`config.mk`:
```
export PLATFORM = sky130hd
export DESIGN_NAME = fp_mult_norm_round_pipe
export DESIGN_NICKNAME = d
export VERILOG_FILES = /design/src/rtl/fp_mult_pkg.sv /design/src/rtl/fp_mult_round_rne.sv /design/src/rtl/fp_mult_norm_round_pipe.sv
export SDC_FILE = /design/constraint.sdc
export NUM_CORES = 1
export LEC_CHECK = 0
export BUFFER_PORTS_ARGS = -buffer_cell sky130_fd_sc_hd__buf_2
export CORE_UTILIZATION = 45
export CTS_CLUSTER_SIZE = 20
export DETAILED_ROUTE_END_ITERATION = 8
export PLACE_DENSITY_LB_ADDON = 0.15
export SLEW_MARGIN = 20
export SYNTH_ARGS = -nofsm -noshare
export SYNTH_HDL_FRONTEND = slang
export SYNTH_SLANG_ARGS = --single-unit
```
`constraint.sdc`:
```
create_clock -name clk -period 1.8 [get_ports clk]
set_input_delay 0.36 -clock clk [delete_from_list [all_inputs] [get_ports clk]]
set_output_delay 0.36 -clock clk [all_outputs]
set_load 0.01 [all_outputs]
```
`src/rtl/fp_mult_pkg.sv`:
```
// fp_mult_pkg: shared widths, stage-1 register layout and status flag
// types for the floating-point multiplier normalise/round back end.
package fp_mult_pkg;

   localparam int FP_SIG_WIDTH = 23;
   localparam int FP_EX_WIDTH  = 8;
   localparam int MAXE         = (1 << FP_EX_WIDTH) - 1;

   // Normalised product held between the normalise and round stages.
   // exp keeps two extra bits so increments and negative values never wrap.
   typedef struct packed {
      logic                      sign;
      logic [FP_SIG_WIDTH-1:0]   frac;
      logic                      guard;
      logic                      sticky;
      logic [FP_EX_WIDTH+1:0]    exp;
      logic                      zero;
   } s1_reg_t;

   typedef struct packed {
      logic overflow;
      logic underflow;
      logic inexact;
   } fp_flags_t;

endpackage

```
`src/rtl/fp_mult_round_rne.sv`:
```
// fp_mult_round_rne: combinational round, carry handling and packing.
// With FP_MULT_RNE_EN defined it rounds to nearest, ties to even; without
// it the fraction is truncated and guard/sticky only feed the inexact flag.
module fp_mult_round_rne
   import fp_mult_pkg::*;
#(
   parameter int SIG_WIDTH = FP_SIG_WIDTH,
   parameter int EX_WIDTH  = FP_EX_WIDTH
) (
   input  s1_reg_t                        s1,
   output logic [EX_WIDTH+SIG_WIDTH:0]    result,
   output fp_flags_t                      flags
);

   localparam logic signed [EX_WIDTH+1:0] MAXE_S = (EX_WIDTH+2)'(MAXE);
   localparam logic signed [EX_WIDTH+1:0] ZERO_S = '0;

   logic [SIG_WIDTH-1:0]        frac_r;
   logic signed [EX_WIDTH+1:0]  exp_f;

`ifdef FP_MULT_RNE_EN
   logic               round_up;
   logic [SIG_WIDTH:0] frac_sum;

   // Round to nearest even; a carry out of the fraction wraps it to zero
   // and bumps the exponent.
   always_comb begin
      round_up = s1.guard & (s1.sticky | s1.frac[0]);
      frac_sum = {1'b0, s1.frac} + {{SIG_WIDTH{1'b0}}, round_up};
      frac_r   = frac_sum[SIG_WIDTH-1:0];
      exp_f    = s1.exp + {{(EX_WIDTH+1){1'b0}}, frac_sum[SIG_WIDTH]};
   end
`else
   assign frac_r = s1.frac;
   assign exp_f  = s1.exp;
`endif

   // Classify the final exponent and pack sign/exponent/fraction.
   always_comb begin
      result = '0;
      flags  = '0;
      if (s1.zero) begin
         result = {s1.sign, {EX_WIDTH{1'b0}}, {SIG_WIDTH{1'b0}}};
      end else if (exp_f >= MAXE_S) begin
         result          = {s1.sign, {EX_WIDTH{1'b1}}, {SIG_WIDTH{1'b0}}};
         flags.overflow  = 1'b1;
         flags.inexact   = 1'b1;
      end else if (exp_f <= ZERO_S) begin
         // Subnormal range is flushed to a signed zero.
         result          = {s1.sign, {EX_WIDTH{1'b0}}, {SIG_WIDTH{1'b0}}};
         flags.underflow = 1'b1;
         flags.inexact   = 1'b1;
      end else begin
         result          = {s1.sign, exp_f[EX_WIDTH-1:0], frac_r};
         flags.inexact   = s1.guard | s1.sticky;
      end
   end

endmodule

```
`src/rtl/fp_mult_norm_round_pipe.sv`:
```
// fp_mult_norm_round_pipe: two-stage stallable normalise-and-round back end
// for the FP multiplier. Stage 1 normalises the raw significand product,
// stage 2 rounds and packs. Optional round-to-nearest-even is enabled by
// defining FP_MULT_RNE_EN (default build truncates).
module fp_mult_norm_round_pipe
   import fp_mult_pkg::*;
#(
   parameter int SIG_WIDTH = FP_SIG_WIDTH,
   parameter int EX_WIDTH  = FP_EX_WIDTH
) (
   input  logic                          clk,
   input  logic                          rst,
   input  logic                          in_valid,
   output logic                          in_ready,
   input  logic                          in_sign,
   input  logic [2*SIG_WIDTH+1:0]        in_mant_mult,
   input  logic [EX_WIDTH+1:0]           in_exp_sub,
   output logic                          out_valid,
   input  logic                          out_ready,
   output logic [EX_WIDTH+SIG_WIDTH:0]   out_result,
   output logic                          out_overflow,
   output logic                          out_underflow,
   output logic                          out_inexact
);

   s1_reg_t                        s1_reg;
   s1_reg_t                        s1_next;
   logic                           v1_reg;
   logic                           v2_reg;
   logic [EX_WIDTH+SIG_WIDTH:0]    out_result_reg;
   fp_flags_t                      flags_reg;
   logic [EX_WIDTH+SIG_WIDTH:0]    rnd_result;
   fp_flags_t                      rnd_flags;
   logic                           adv1;
   logic                           adv2;

   // A stage may load when it is empty or the stage after it is draining.
   assign adv2     = !v2_reg | out_ready;
   assign adv1     = !v1_reg | adv2;
   assign in_ready = adv1;

   // Normalise: a product >= 2.0 shifts right one place and bumps exp.
   always_comb begin
      s1_next      = '0;
      s1_next.sign = in_sign;
      s1_next.zero = (in_mant_mult == '0);
      if (in_mant_mult[2*SIG_WIDTH+1]) begin
         s1_next.frac   = in_mant_mult[2*SIG_WIDTH:SIG_WIDTH+1];
         s1_next.guard  = in_mant_mult[SIG_WIDTH];
         s1_next.sticky = |in_mant_mult[SIG_WIDTH-1:0];
         s1_next.exp    = in_exp_sub + (EX_WIDTH+2)'(1);
      end else begin
         s1_next.frac   = in_mant_mult[2*SIG_WIDTH-1:SIG_WIDTH];
         s1_next.guard  = in_mant_mult[SIG_WIDTH-1];
         s1_next.sticky = |in_mant_mult[SIG_WIDTH-2:0];
         s1_next.exp    = in_exp_sub;
      end
   end

   // Stage 1 register: accept a beat whenever the stage can advance.
   always_ff @(posedge clk) begin
      if (rst) begin
         v1_reg <= 1'b0;
         s1_reg <= '0;
      end else if (adv1) begin
         v1_reg <= in_valid;
         if (in_valid) begin
            s1_reg <= s1_next;
         end
      end
   end

   fp_mult_round_rne #(
      .SIG_WIDTH (SIG_WIDTH),
      .EX_WIDTH  (EX_WIDTH)
   ) u_round (
      .s1     (s1_reg),
      .result (rnd_result),
      .flags  (rnd_flags)
   );

   // Stage 2 register: outputs only change on a real beat, so a stalled
   // result stays stable and bubbles leave the last value untouched.
   always_ff @(posedge clk) begin
      if (rst) begin
         v2_reg         <= 1'b0;
         out_result_reg <= '0;
         flags_reg      <= '0;
      end else if (adv2) begin
         v2_reg <= v1_reg;
         if (v1_reg) begin
            out_result_reg <= rnd_result;
            flags_reg      <= rnd_flags;
         end
      end
   end

   assign out_valid     = v2_reg;
   assign out_result    = out_result_reg;
   assign out_overflow  = flags_reg.overflow;
   assign out_underflow = flags_reg.underflow;
   assign out_inexact   = flags_reg.inexact;

endmodule

```
Word-level counts from Yosys, hierarchy flattened:

Index checks and enable logic that the tools add are counted.
W data, S select, Z words.

* register bits: 74
* word-level logic and storage cells: 35
* input bits: 63
* output and inout port bits: 37

* $add $sub $neg: 1
* bitwise operators: 3
* order comparisons: 2
* muxes and demuxes: 10
* reduce and logical (&&, ||, !) cells: 7

Operator list (count)
* $mux W31: 3
* $logic_not A48 Y1: 1
* $mux W35: 1
* $reduce_or A23 Y1: 1
* $reduce_or A22 Y1: 1
* $add A10 B1 Y10 const B: 1
* $ge A10 B9 Y1 const B: 1
* $le A10 B1 Y1 const B: 1
* $mux W1: 5
* $reduce_and A2 Y1: 2
* $mux W3: 1
* $or A1 B1 Y1: 3
* $logic_not A1 Y1: 2

Logic depth before layout (Yosys ltp):

Gate-level depths: netlist of run 1.

* depth in word-level cells: 4
* gate-level depth with buffers: 5
* mapped depth without buffers: 5

Modules after synthesis:

A second synthesis of run 1 with hierarchy kept.

* cells, all modules: 433
* area total of the unflattened synthesis: 3609.7 um^2

Modules (own cells, without submodules)
* fp_mult_norm_round_pipe: cells an instance 356, seq. area each 1481.4 um^2, area each 3055.4 um^2, instances 1
* fp_mult_round_rne: cells an instance 77, seq. area each 0.0 um^2, area each 554.3 um^2, instances 1

Worst setup path before layout of run 1:

OpenSTA, ideal clock, no wires.

* path type: input to register
* from: input in_mant_mult[1]
* to: register s1_reg[0] in the netlist's numbering
* stages on the path: 4
* data required time: 1.730 ns
* path slack: 0.383 ns
* arrival time: 1.347 ns
* buffers on the path: 0
* setup time: 0.070 ns
* path through: nor4_2 -> nand4_1 -> or4_1 -> a21oi_1

* word-level cells in the longest chain between the ends: 1

RTL lines
* from (decl): line fp_mult_norm_round_pipe.sv:16 `input logic [2*SIG_WIDTH+1:0] in_mant_mult,`
* $logic_not A48 Y1: line fp_mult_norm_round_pipe.sv:46 `s1_next.zero = (in_mant_mult == '0);`
* to (signal assigned): line fp_mult_norm_round_pipe.sv:68 `s1_reg <= s1_next;`
* to (decl): line fp_mult_norm_round_pipe.sv:26 `s1_reg_t s1_reg;`

Every way passes these cells.
A chain may end at the register's enable or synchronous reset.

Final worst setup path of run 1:

* from: register v1_reg
* to: output in_ready

* word-level cells in the longest chain between the ends: 2

RTL lines
* from (decl): line fp_mult_norm_round_pipe.sv:28 `logic v1_reg;`
* from (signal assigned): line fp_mult_norm_round_pipe.sv:66 `v1_reg <= in_valid;`
* $logic_not A1 Y1: line fp_mult_norm_round_pipe.sv:39 `assign adv1 = !v1_reg | adv2;`
* $or A1 B1 Y1: line fp_mult_norm_round_pipe.sv:39
* to (decl): line fp_mult_norm_round_pipe.sv:14 `output logic in_ready,`

Every way passes these cells.

==> metrics, run 1 <==
sw power=0.0008975 W; latest clock arrival within the worst-skew pair=0.34 ns; leakage dissipation=1.697 nW; hold endpoint=s1_reg[36]; launch point of the worst reg-to-reg path=s1_reg[4]; Hold Slack=0.2652 ns; final core occ=59.83%; CTS tree=done; Tmin final=1.560 ns; H-tree depth=3; worst-path fanout max=8; first-pass GRT wire length=11200 µm; gpl congestion=0.7925; CP max stage cell=dfxtp_1; Pwr Density=907.9 mW/mm²; die area=0.007268 mm²; Final Hold Viols=0; synthesized flop and latch total=74; cell count after synthesis=320; largest net degree at the start of global routing=37; DRT Wirelength=7005 µm; ANT nets after route=0; Internal Power=0.002650 W; layout cells sized above 1=31.26%; routed vias=2670; Worst VDD drop=0.4318 mV; Avg Cell Area, Syn=9.748 µm²; max frequency=0.6411 GHz; mux cell area share after synthesis=8.343%; Post-Synth XOR/XNOR Area=2.527%; Synth Area in Adders=0.4011%; # IOs=100; P&R area growth vs syn=25.27%; CP Data Required Time=1.44 ns; register area share after synthesis=47.49%; Die X=85.26 µm; kind of cell adding the most delay to the critical path=flip-flops; postcts setup bufs=0; vias per cell=5.383; Seq pwr share=50.4%; RSZ-0062 raised after global routing=no; final setup violation count=0; core area=0.006531 mm²; critical path arrival=1.20 ns; Root Driver=clkbuf_8; First-pass DRT Iterations=4; Worst-path clk slew=0.07 ns; Buffers & Inverters on Critical Path=1; Comb pwr share=12.8%; Worst Hold Launch=in_sign; final slew viol count=0; cts hold-fix bufs=0; IO Port Bufs=99; R2R Setup Slk=0.26 ns; slowest stage delay, CP=0.52 ns; DRC=0; combinational family with the most area after synthesis=compound AO/OA/AOI/OAI gates; Num CTS Buffers=9; final period utilization=86.66%; Sw Ratio=25.30%; skew final=0.01179 ns; Synth Warn #=0; clock sink count=74; GR Overflow Total=0; Synth cell types=35; Hold Crit Class=in2reg; status=completed; worst-path cell chain=nand3b_1, buf_2; Final HPWL DP=5026 µm; Worst slew margin=70.77%; Largest register FFs=37; vias in the first global route=2288; Net Count, Synth=384; initial antenna violation count=0; Critical Path Sink Type=output port; Die Height=85.26 µm; Clk network pwr share=36.8%; average wire per standard cell=14.12 µm; setup TNS=0 ns; nets=478; Total GRT Usage=19.78%; diodes inserted=0; Initial DRC Count=99; post-CTS sizing=0; total of max-cap violations=0; clk buf depth=2; Crit Path Class=reg2out; RR Endpoint=out_result[9]; Synth Cell Area=0.003119 mm²; cell count of the worst reg-to-reg path=5; compound-cell area share of the yosys netlist=18.73%; most frequent cells in the layout=99 x buf_2, 74 x dfxtp_1, 44 x nor2_1; FP Rows=29; Worst-Margin Slew=0.4374 ns; commonest non-fill, non-tap cell in the layout=buf_2; Hold Crit Depth=3; Simple-Gate Fraction of Synth Area=18.33%; startpoint class of the critical path=flip-flop; initial core utilization=47.76%
[routing by layer]
layer	share of wire [%]	track usage, %	vias to the layer above
met3	6.6	3.599	2
met2	43	28.59	91
met4	0.51	8.636	0
met1	50	28.76	1194
li1	-	-	1383
met5	0	0	-
[synthesized netlist by cell type]
master,number,area (µm²)
nand2b_1,1,6.260
a31oi_1,9,56.30
nor4_2,4,50.05
nand3_1,10,50.05
nand4_1,7,43.79
ha_1,1,12.51
mux2i_1,26,260.3
buf_1,1,3.750
buf_6,3,33.78
inv_1,2,7.510
nand3b_1,1,7.510
xnor2_1,5,43.79
o21bai_1,1,7.510
nor3_1,4,20.02
nor4_1,7,43.79
a211oi_1,35,262.8
and4_1,1,8.760
nand2b_2,1,8.760
nand2_1,21,78.83
xor2_1,4,35.03
a211o_1,2,17.52
clkbuf_1,10,37.54
a22o_1,23,201.4
nor2b_1,1,6.260
a21oi_1,6,30.03
buf_2,8,40.04
nor2_1,44,165.2
a21oi_2,1,8.760
and3_1,2,12.51
or4_1,1,7.510
nand3_4,1,17.52
buf_4,1,7.510
nor4b_4,1,23.77
dfxtp_1,74,1481
nor4_4,1,21.27
[worst min-delay path: stages]
cell and delay, ns:
buf_2 0.07, mux2i_1 0.05, nor2_1 0.07
[worst max-delay path by stage]
stage | startpoint | to | slack [ns] | cells after the start
2_1_floorplan | in_mant_mult[1] | s1_reg[0] | 0.38 | 4
3_3_place_gp | in_mant_mult[19] | s1_reg[0] | 0.15 | 5
3_5_place_dp | in_mant_mult[19] | s1_reg[0] | 0.11 | 5
4_1_cts | v1_reg | in_ready | 0.23 | 2
5_1_grt | v1_reg | in_ready | 0.18 | 2
6_report | v1_reg | in_ready | 0.24 | 2
[power by group through the flow]
stage	logic, W	registers, W	clock network (W)
after floorplan	0.000264	0.00182	0
after global placement	0.000448	0.00182	0
after detailed placement	0.000454	0.00183	0
after CTS	0.000456	0.00179	0.00133
after global routing	0.000501	0.00180	0.00139
final	0.000452	0.00179	0.00131
[logic make-up after synthesis]
kind of cell / after synthesis
xor gates and xnor gates: 9
buffers and inverters: 25
and+or+nand+nor: 108
muxes: 26
adders and majority gates: 1
AOI/OAI and AO/OA: 77
DFF: 74
[stage by stage]
stage | total power, W | cell area, µm² | std cells | setup slack [ns]
global placement | 0.002273 | 3702 | 480 | 0.1480
finish | 0.003548 | 3908 | 496 | 0.2402
global route | 0.003695 | 3908 | 496 | 0.1787
detailed placement | 0.002282 | 3702 | 480 | 0.1135
floorplan | 0.002089 | 3119 | 320 | 0.3830
CTS | 0.003574 | 3908 | 496 | 0.2318
[cell type report]
cell class | count | area, µm²
clock buffers | 12 | 155.1
flip-flops and latches | 74 | 1481
fillers | 577 | 2624
inverters | 2 | 7.507
multi-input cells | 221 | 1519
well taps | 77 | 96.34
clock inverters | 4 | 50.05
repair buffers | 106 | 598.1
Note: power is estimated with default switching activity, not from simulation.
==> inputs of run 2 (changes only) <==
Clock period 1.8 ns to 1.5 ns, I/O delays scaled along.
==> metrics, run 2 (synthesis results as in run 1) <==
Largest register FFs=37; vias per cell=5.484; Sw Ratio=24.98%; Worst-Margin Slew=0.5334 ns; Die Height=85.26 µm; Worst Hold Launch=in_sign; Die X=85.26 µm; DRT Wirelength=7302 µm; skew final=0.01232 ns; CTS tree=done; number of fill cells in the layout=581; Root Driver=clkbuf_8; clock sink count=74; fin cells=510; Comb pwr share=13.4%; startpoint class of the critical path=flip-flop; Crit Path Class=reg2reg; core area=0.006531 mm²; Internal Power=0.003300 W; Placed Instances=492; # IOs=100; Pwr Density=1083 mW/mm²; final slew viol count=0; gpl congestion=0.7930; Final Hold Viols=0; initial antenna violation count=0; average wire per standard cell=14.32 µm; hold endpoint=s1_reg[36]; cell count of the worst reg-to-reg path=5; FP Rows=29; Total GRT Usage=20.18%; clk buf depth=2; leakage dissipation=1.787 nW; Hold Slack=0.2192 ns; R2R Setup Slk=0.06 ns; P&R area growth vs syn=30.20%; nets=492; sw power=0.001099 W; ANT nets after route=0; H-tree depth=3; total of max-cap violations=0; initial core utilization=47.76%; Seq pwr share=48.8%; final period utilization=95.68%; CP Data Required Time=1.76 ns; first-pass GRT wire length=11560 µm; register area=0.001484 mm²; layout cells sized above 1=34.87%; routed vias=2797; Worst-path clk slew=0.07 ns; max frequency=0.6967 GHz; Hold Crit Class=in2reg; final setup violation count=0; Final HPWL DP=5028 µm; Num CTS Buffers=9; Tmin final=1.435 ns; Worst slew margin=64.44%; Hold Crit Depth=3; IO Port Bufs=99; GR Overflow Total=0; Critical Path Sink Type=flip-flop; launch point of the worst reg-to-reg path=s1_reg[5]; Clk network pwr share=37.7%; diodes inserted=0; Worst VDD drop=0.4980 mV; commonest non-fill, non-tap cell in the layout=buf_2; largest net degree at the start of global routing=51; DRC=0; final core occ=62.18%; worst-path fanout max=7; Power, Total=0.004398 W; die area=0.007268 mm²; most frequent cells in the layout=99 x buf_2, 72 x dfxtp_1, 44 x nor2_1; RR Endpoint=out_inexact; critical path arrival=1.69 ns; Initial DRC Count=96; RSZ-0062 raised after global routing=no; area occupied by multi-input gates=0.001535 mm²; latest clock arrival within the worst-skew pair=0.34 ns; vias in the first global route=2476; First-pass DRT Iterations=4; status=completed
==> run 2: metrics by stage <==
stage	setup slack, ns	area (µm²)	setup TNS, ns
finish	0.06473	4061	0
global placement	-0.08918	3792	-0.08918
floorplan	0.09275	3119	0
detailed placement	-0.1365	3792	-0.1365
global route	0.001621	4061	0
CTS	0.03109	4010	0
==> run 2: worst max-delay path, cell delays in order, from the launching register on <==
cell and delay, ns:
dfxtp_1 0.36, nor4_4 0.31, nand3_4 0.10, buf_4 0.16, a211o_1 0.27, a31oi_1 0.15
==> run 2: final cells by class <==
type,count,area share [%]
Sequential cell,74,36.54
Clock buffer,10,3.142
Timing Repair Buffer,120,17.74
Tap cell,77,2.372
Clock inverter,6,2.218
Multi-Input combinational cell,221,37.80
Inverter,2,0.1848
==> run 2: power by group through the flow <==
stage | clock network [W] | registers [W] | logic, W
after global routing | 0.00180 | 0.00216 | 0.000650
after global placement | 0 | 0.00219 | 0.000567
after floorplan | 0 | 0.00219 | 0.000317
final | 0.00166 | 0.00215 | 0.000591
after CTS | 0.00169 | 0.00215 | 0.000577
after detailed placement | 0 | 0.00219 | 0.000575
==> run 2: repair_timing <==
action                                  in CTS  in global routing
endpoints found under the setup margin       0                 29
buffers inserted                             0                  1
hold buffers                                 0                  0
gates resized for setup                      0                  6
==> run 2: worst max-delay path by stage <==
stage	startpoint	slack (ns)	to
detailed placement	in_mant_mult[19]	-0.14	s1_reg[0]
floorplan	s1_reg[4]	0.09	out_result[10]
CTS	s1_reg[4]	0.03	out_inexact
finish	s1_reg[5]	0.06	out_inexact
global route	v1_reg	0.002	s1_reg[7]
global placement	in_mant_mult[19]	-0.09	s1_reg[0]
==> run 2: metal layers <==
metal	share of wire (%)	track usage, %
met5	0	0
met4	1.1	8.182
met3	5.4	4.475
met2	45	30.35
met1	49	28.13
==> inputs of run 3 (changes only) <==
Settings changed: CORE_UTILIZATION 45 to 50.
Clock period 1.5 ns to 1.4 ns, I/O delays scaled along.
==> metrics, run 3 (synthesis results as in run 1) <==
Worst VDD drop=0.6743 mV; Final WS setup=-0.04098 ns; initial antenna violation count=0; Worst slew margin=72.40%; DRT Wirelength=7884 µm; Sw Ratio=25.01%; slowest stage delay, CP=0.37 ns; routed vias=2933; critical path arrival=1.71 ns; RSZ-0062 raised after global routing=yes; diodes inserted=0; CTS tree=done; commonest non-fill, non-tap cell in the layout=buf_2; first-pass GRT wire length=11940 µm; leakage dissipation=1.995 nW; Tmin final=1.441 ns; First-pass DRT Iterations=4; total of max-cap violations=0; cell count of the worst reg-to-reg path=6; Hold Crit Class=in2reg; worst-path cell chain=nand4_1, o21bai_1, buf_4, nor4b_4, buf_12, a22o_1; initial core utilization=52.37%; setup TNS=-0.3757 ns; Largest register FFs=37; Comb pwr share=15.6%; number of fill cells in the layout=459; IO Port Bufs=99; Final HPWL DP=5211 µm; Internal Power=0.003674 W; P&R area growth vs syn=42.28%; average wire per standard cell=14.52 µm; gpl congestion=0.8321; largest net degree at the start of global routing=37; die area=0.006559 mm²; Die X=80.99 µm; worst-path fanout max=16; Die Height=80.99 µm; Crit Path Class=reg2reg; max frequency=0.6940 GHz; Worst-path clk slew=0.07 ns; Worst-Margin Slew=0.4141 ns; CP Data Required Time=1.67 ns; register area=0.001491 mm²; Hold Crit Depth=3; clock sink count=74; Critical Path Sink Type=flip-flop; ANT nets after route=0; Clk network pwr share=37.5%; skew final=0.01083 ns; status=complete, but fails checks; nets=527; Num CTS Buffers=9; Initial DRC Count=58; final setup violation count=19; CP max stage cell=nor4b_4; latest clock arrival within the worst-skew pair=0.34 ns; # IOs=100; sw power=0.001225 W; core area=0.005956 mm²; area occupied by multi-input gates=0.001568 mm²; FP Rows=28; vias in the first global route=2627; final core occ=74.52%; clk buf depth=2; final period utilization=102.9%; DRC=0; Pwr Density=1104 mW/mm²; vias per cell=5.401; H-tree depth=3; GR Overflow Total=0; layout cells sized above 1=42.09%; final slew viol count=0; startpoint class of the critical path=flip-flop; Seq pwr share=46.9%; most frequent cells in the layout=99 x buf_2, 68 x dfxtp_1, 46 x buf_4; Total GRT Usage=23.79%; Root Driver=clkbuf_8; failing checks=negative setup slack; Final Hold Viols=0; cts hold-fix bufs=0
## run 3: power by group through the flow
stage | Sequential, W | Clock, W | Combinational (W)
after floorplan | 0.00235 | 0 | 0.000340
after detailed placement | 0.00234 | 0 | 0.000700
after global routing | 0.00231 | 0.00196 | 0.000833
final | 0.00230 | 0.00184 | 0.000765
after CTS | 0.00229 | 0.00185 | 0.000731
after global placement | 0.00234 | 0 | 0.000687
## run 3: worst max-delay path: cells and delay by family (launching register included)
kind,cells,cell delay (ns)
buffers and inverters,2,0.35
AND/OR/NAND/NOR,2,0.47
AO/OA/AOI/OAI,2,0.23
flip-flops,1,0.33
## run 3: through the flow
| step | area, µm² | hold WS, ns | cells | power (W) | setup WS [ns] |
|---|---|---|---|---|---|
| detailed placement | 4049 | 0.4440 | 521 | 0.003040 | -0.1813 |
| floorplan | 3120 | 0.4271 | 320 | 0.002687 | 0.003700 |
| CTS | 4337 | 0.1921 | 540 | 0.004868 | -0.05539 |
| global route | 4438 | 0.2414 | 543 | 0.005104 | -0.1375 |
| finish | 4438 | 0.1979 | 543 | 0.004899 | -0.04098 |
| global placement | 4049 | 0.4403 | 521 | 0.003022 | -0.1664 |
## run 3: layout make-up
type,instances,share of cell area [%]
inverters,2,0.1692
well taps,75,2.114
clock buffers,10,3.101
repair buffers,155,23.65
clock inverters,6,2.030
flip-flops and latches,74,33.61
multi-input cells,221,35.33
## run 3: metal layers
| metal | GRT usage (%) | share of wire (%) | wire [µm] |
|---|---|---|---|
| met5 | 0 | 0 | 0 |
| met2 | 38.40 | 48 | 3754 |
| met3 | 4.045 | 4.9 | 383 |
| met4 | 8.036 | 0.72 | 57 |
| met1 | 32.04 | 47 | 3688 |
## run 3: final timing paths
kind	slack, ns	from	end
max	-0.04	s1_reg[3]	out_result[21]
min	0.20	in_sign	s1_reg[36]
max reg2reg	-0.04	s1_reg[3]	out_result[21]
min reg2reg	0.46	out_overflow	out_overflow
## run 3: what timing repair did
item                                    CTS  global route
setup buffers                             2             2
endpoints found under the hold margin     0             0
gates resized for setup                   5            13
cloned                                    1             1
pin swaps                                 2             9
endpoints found under the setup margin   27            45
